## src/rtl/rib_timer.sv

```systemverilog
// rib_timer: memory-mapped periodic/one-shot timer on the RIB bus.
//
// Ports:
//   clk_i      - single clock, rising edge
//   rst_ni     - asynchronous reset, active-low
//   req_i      - bus access request (already qualified by the bus decoder)
//   we_i       - 1 = write, 0 = read; only meaningful with req_i
//   addr_i     - byte address; bits [4:2] select the register
//   data_i     - write data
//   data_o     - read data, combinational in the request cycle, 0 otherwise
//   int_sig_o  - level interrupt, PEND AND IE
//
// Register map (addr_i[4:2]):
//   0 CTRL  : bit0 EN, bit1 IE, bit2 PEND (write-1-to-clear), bit3 ONESHOT
//   1 COUNT : 32-bit counter
//   2 CMP   : 32-bit compare value
//   3 PRESC : 16-bit prescaler reload in bits [15:0]
//   4-7     : read 0, writes ignored

module rib_timer #(
    parameter int ADDR_W = 32,
    parameter int DATA_W = 32
) (
    input  logic              clk_i,
    input  logic              rst_ni,
    input  logic              req_i,
    input  logic              we_i,
    input  logic [ADDR_W-1:0] addr_i,
    input  logic [DATA_W-1:0] data_i,
    output logic [DATA_W-1:0] data_o,
    output logic              int_sig_o
);

    localparam logic [2:0] REG_CTRL  = 3'd0;
    localparam logic [2:0] REG_COUNT = 3'd1;
    localparam logic [2:0] REG_CMP   = 3'd2;
    localparam logic [2:0] REG_PRESC = 3'd3;

    logic              en;
    logic              ie;
    logic              pend;
    logic              oneshot;
    logic [DATA_W-1:0] count;
    logic [DATA_W-1:0] cmp;
    logic [15:0]       presc;
    logic [15:0]       pre_cnt;

    logic [2:0] reg_sel;
    logic       wr;
    logic       ctrl_wr;
    logic       count_wr;
    logic       cmp_wr;
    logic       presc_wr;
    logic       tick;
    logic       match;

    // Only bits [4:2] take part in decoding; the rest are deliberately ignored.
    logic unused_addr_bits;
    assign unused_addr_bits = ^{addr_i[ADDR_W-1:5], addr_i[1:0]};

    assign reg_sel  = addr_i[4:2];
    assign wr       = req_i & we_i;
    assign ctrl_wr  = wr && (reg_sel == REG_CTRL);
    assign count_wr = wr && (reg_sel == REG_COUNT);
    assign cmp_wr   = wr && (reg_sel == REG_CMP);
    assign presc_wr = wr && (reg_sel == REG_PRESC);

    // pre_cnt is held at 0 while disabled, so tick can only fire with EN=1.
    assign tick = en && (pre_cnt == presc);

    // A COUNT write on a tick suppresses the compare entirely, so it can
    // neither set PEND nor end a one-shot run.
    assign match = tick && (count == cmp) && !count_wr;

    assign int_sig_o = pend & ie;

    always_ff @(posedge clk_i or negedge rst_ni) begin
        if (!rst_ni) begin
            en      <= 1'b0;
            ie      <= 1'b0;
            pend    <= 1'b0;
            oneshot <= 1'b0;
            count   <= '0;
            cmp     <= '1;
            presc   <= '0;
            pre_cnt <= '0;
        end else begin
            if (!en || presc_wr || tick) begin
                pre_cnt <= '0;
            end else begin
                pre_cnt <= pre_cnt + 16'd1;
            end

            if (count_wr) begin
                count <= data_i;
            end else if (tick) begin
                count <= match ? '0 : count + DATA_W'(1);
            end

            // A CTRL write overrides the one-shot auto-disable.
            if (ctrl_wr) begin
                en <= data_i[0];
            end else if (match && oneshot) begin
                en <= 1'b0;
            end

            if (ctrl_wr) begin
                ie      <= data_i[1];
                oneshot <= data_i[3];
            end

            // Set beats write-1-to-clear when both happen in the same cycle.
            if (match) begin
                pend <= 1'b1;
            end else if (ctrl_wr && data_i[2]) begin
                pend <= 1'b0;
            end

            if (cmp_wr) begin
                cmp <= data_i;
            end

            if (presc_wr) begin
                presc <= data_i[15:0];
            end
        end
    end

    always_comb begin
        data_o = '0;
        if (req_i && !we_i) begin
            case (reg_sel)
                REG_CTRL:  data_o = {{(DATA_W-4){1'b0}}, oneshot, pend, ie, en};
                REG_COUNT: data_o = count;
                REG_CMP:   data_o = cmp;
                REG_PRESC: data_o = {{(DATA_W-16){1'b0}}, presc};
                default:   data_o = '0;
            endcase
        end
    end

endmodule
```

## config.mk

```make
export PLATFORM = sky130hd
export DESIGN_NAME = rib_timer
export DESIGN_NICKNAME = d
export VERILOG_FILES = /design/src/rtl/rib_timer.sv
export SDC_FILE = /design/constraint.sdc
export NUM_CORES = 1
export LEC_CHECK = 0
export BUFFER_PORTS_ARGS = -buffer_cell sky130_fd_sc_hd__buf_2
export CORE_MARGIN = 1.5
export CORE_UTILIZATION = 40
export CTS_BUF_LIST = sky130_fd_sc_hd__clkbuf_4 sky130_fd_sc_hd__clkbuf_8
export CTS_CLUSTER_DIAMETER = 40
export CTS_CLUSTER_SIZE = 14
export DETAILED_ROUTE_END_ITERATION = 7
export REMOVE_ABC_BUFFERS = 1
export SKIP_CTS_REPAIR_TIMING = 1
export SLEW_MARGIN = 10
export SYNTH_ARGS = -nofsm -noshare
export SYNTH_HDL_FRONTEND = slang
export SYNTH_SLANG_ARGS = --single-unit
```

## constraint.sdc

```tcl
create_clock -name clk_i -period 2.3 [get_ports clk_i]
set_input_delay 0.23 -clock clk_i [delete_from_list [all_inputs] [get_ports clk_i]]
set_output_delay 0.23 -clock clk_i [all_outputs]
set_load 0.03 [all_outputs]
```

Word level (Yosys, flattened, before mapping)
Index checks and enable logic that the tools add are counted.
Storage, ports and cells
  register bits: 100
  latch bits: 0
  RAM bits: 0
  ROM bits: 0
  bits of input ports: 68
  output and inout port bits: 33
  word-level logic and storage cells: 46
  memories: 0
Cells by class
  add/sub/neg operators: 2
  multiply operators: 0
  div/mod/pow operators: 0
  order comparisons: 0
  equality and inequality tests: 5
  shift-type cells: 0
  multiplexer cells: 10
  bitwise logic cells: 2
  reduce and logical (&&, ||, !) cells: 19
Operators with widths (count)
  $mux W32: 4
  $pmux W32 S4: 1
  $add A32 B1 Y32 const B: 1
  $eq A32 B32 Y1: 1
  $add A16 B1 Y16 const B: 1
  $eq A16 B16 Y1: 1
  $mux W16: 1
  $logic_and A1 B1 Y1: 10
  $eq A3 B2 Y1 const B: 2
  $reduce_bool A2 Y1: 3
  $mux W1: 4
  $eq A3 B1 Y1 const B: 1
  $logic_not A1 Y1: 3
  $logic_not A3 Y1: 1
  $and A1 B1 Y1: 2
  $logic_or A1 B1 Y1: 2

Depth between registers and ports, before layout
  depth in word-level cells: 7
  gate-level depth with buffers: 9
  mapped depth without buffers: 7

Worst setup path before layout
OpenSTA, ideal clock, no wires.
  path type: reg2reg
  from: reg count[0]
  to: reg count[30]
  setup time: 78 ps
  arrival time: 2002 ps
  data required time: 2222 ps
  path slack: 220 ps
  stages on the path, launching flop included: 8
  buffers on the path: 0
  period minus slack after synthesis: 2080 ps
  cell sequence: dfrtp_1 -> ha_1 -> nand4_1 -> nor4_1 -> nand2b_1 -> nor4b_1 -> a32o_1 -> o21bai_1
On the way
  longest elaborated chain between the ends: 6
  elaborated cells between the ends (all ways): 7
RTL lines
  start: declaration: line 43  | logic [DATA_W-1:0] count;
  start signal: assignment: line 95  | count <= data_i;
  start signal: assignment: line 97  | count <= match ? '0 : count + DATA_W'(1);
  branches (longest 3 deep; another with $add A32 B1 Y32)
  $mux W32 *: line 97
  $mux W32 *: line 96  | end else if (tick) begin
  $mux W32 *: line 94  | if (count_wr) begin
Every way passes the cells marked *. The select of a mux whose other input is x is not followed.
A chain may end at the register's enable or synchronous reset.

Worst setup path after layout
  from: reg count[6]
  to: reg count[31]
The elaborated chain is that of the path after synthesis.

==> impl_metrics.json <==
{
  "gr-usage-all-layers": 0.233,
  "dpl_cell_area_um2": 7240,
  "final_antenna_net_count": 0,
  "path_class": "flop to flop",
  "p_leak_nw": 3.00,
  "fmax_ghz": 0.447,
  "cellPowerDensity_nw_per_um2": 711,
  "dr.first_iter.drc_count": 488,
  "drt_pass1_iterations": 5,
  "ys.flop_type": "dfrtp_1",
  "rows": 45,
  "die_x_um": 128,
  "start_util": 0.411,
  "fillers": 1433,
  "outcome": "finished, final reports clean",
  "setup_viol": 0,
  "ios": 101,
  "post_synth_num_cell_types": 58,
  "min_path_type": "input port to flop",
  "clock_latency_ns": 0.39,
  "vias": 5563,
  "clkSinkCount": 100,
  "finalNonFillerCells": 977,
  "syn_avg_cell_area_um2": 9.50,
  "fp.dieH_um": 128,
  "ctsHtreeMaxLevel": 3,
  "setup.worst_path.end_class": "flop",
  "ir_drop_mv": 0.266,
  "async_flop_share": 1.00,
  "rsz0062_at_grt": "yes",
  "final_cell_mix": "73 x nor2_1, 70 x buf_2, 68 x dfrtp_1",
  "drive_above_1_share": 0.372,
  "coreArea_um2": 15300,
  "viasPerCell": 5.69,
  "wl_per_cell_um": 19.0,
  "hold_viol": 0,
  "grt-ovfl-total": 0,
  "diodes": 0,
  "syn_area_um2": 6280,
  "cp_data_required_time_ns": 2.62,
  "hpwl_um": 13700,
  "ys_warn_count": 0,
  "fin_crit_ns": 2.24,
  "power.total_mw": 5.37,
  "maxCapViolations": 0,
  "rr_worst_depth": 6,
  "drt-total-wl_um": 18600,
  "synth_area_leaders": "dfrtp_1 27%, dfstp_2 13%, mux2_2 11%, xnor2_1 7.8%, nor2_1 4.5%",
  "hold_depth": 3,
  "final_util": 0.495,
  "die-area_um2": 16500,
  "port_buffers": 71,
  "holdWs_ns": 0.0776,
  "drcViolationCount": 0,
  "startpoint_type": "flop",
  "clock_skew_ns": 0.0100,
  "cts_buffer_depth": 2,
  "cts_tree": "yes",
  "yosysTopAreaCellShare": 0.271,
  "grt_max_degree": 44,
  "yosysTopAreaCell": "dfrtp_1",
  "final_common_cell": "nor2_1",
  "clk_pin_slew_ns": 0.10,
  "final_nets": 831,
  "numCtsBuffers": 9,
  "fin_area_um2": 7550,
  "slew_headroom": 0.667,
  "ys_seq_area_frac": 0.405,
  "ctsRootBufferMaster": "clkbuf_8",
  "gp_congestion": 0.883,
  "arrival_ns": 2.56,
  "synth_cells": 661,
  "drv_slew": 0,
  "finalCritPeriodShare": 0.972,
  "synth_edf_count": 0,
  "tightest_slew_ns": 0.500,
  "area_growth_pct": 20.2,
  "synth-seq-cells": 100,
  "crit_fanout": 6,
  "antenna_found_initial": 0,
  "grt_pass1_vias": 5478,
  "grt_first_pass_wirelength_um": 29700,
  "dp_cells": 958
}
==> sequential cells by signal, summed over array words and instances (netlist names) <==
signal and count:
cmp 32, count 32, en 1, ie 1
oneshot 1, pend 1, pre_cnt 16, presc 16
==> power breakdown <==
part / total (mW) / switching [mW] / internal, mW / leakage (nW)
logic: 1.63 / 0.806 / 0.821 / 1.71
registers: 2.53 / 0.341 / 2.19 / 1.18
clock network: 1.21 / 0.639 / 0.572 / 0.106
==> final cells by class <==
cell class | instances | area, um^2 | area share
clock buffer | 12 | 159 | 0.0211
clock inverter | 4 | 47.5 | 0.00630
inverter | 2 | 7.51 | 0.000995
multi-input combinational | 504 | 3560 | 0.472
sequential | 100 | 2540 | 0.337
tap | 211 | 264 | 0.0350
timing repair buffer | 144 | 966 | 0.128
==> path summary, 6_finish.rpt <==
kind	slack (ns)	startpoint	to
setup / recovery	0.06	count[6]	count[31]
hold / removal	0.08	data_i[17]	count[17]
setup reg to reg	0.06	count[6]	count[31]
hold reg to reg	0.52	pend	pend
max in group asynchronous	1.19	rst_ni	cmp[3]
min in group asynchronous	0.34	rst_ni	pre_cnt[7]
==> logic make-up after synthesis <==
kind of cell,after synthesis,synth area share
AOI/OAI and AO/OA,122,0.136
xor gates and xnor gates,62,0.0865
adders and majority gates,2,0.00399
buffers and inverters,57,0.0395
DFF,100,0.405
muxes,67,0.127
and+or+nand+nor,251,0.202
==> cells in the mapped netlist, types with 3 or more instances <==
cell type,count
o21a_1,3
a21oi_1,22
o21ai_0,20
buf_1,3
buf_2,22
and3_1,11
nor2b_1,5
a31o_2,4
xor2_1,6
a22oi_1,30
dfrtp_1,68
or4_1,6
nand2_1,57
nand3_1,20
nand4_1,22
clkbuf_1,27
dfstp_2,32
a32o_1,4
mux2_2,62
nor4_2,3
nor2_1,75
a32oi_1,17
nor3_1,17
xnor2_1,56
mux4_2,4
and2_1,7
nor4_1,7
a2bb2oi_1,3
a31oi_1,7
==> metrics by stage <==
stage / setup TNS (ns) / worst slack [ns]
5_1_grt: -0.281 / -0.0434
2_1_floorplan: -17.35 / -0.379
4_1_cts: -0.00299 / -0.00299
6_report: 0 / 0.0638
3_5_place_dp: 0 / 0.0149
3_3_place_gp: 0 / 0.0665
==> critical path: stages, from the launching register on <==
cell and delay, ns:
dfrtp_1 0.47, nand4_2 0.20, or4_4 0.64, or3_4 0.39, nor4_2 0.23, a32oi_1 0.16, o21ai_2 0.08
==> routing by layer <==
metal | track usage | wire, um | up-vias
li1 | - | - | 2596
met1 | 0.335 | 8680 | 2743
met2 | 0.356 | 8510 | 192
met3 | 0.0313 | 946 | 32
met4 | 0.0892 | 452 | 0
met5 | 0 | 0 | -
Power figures use the tool's default switching activity.
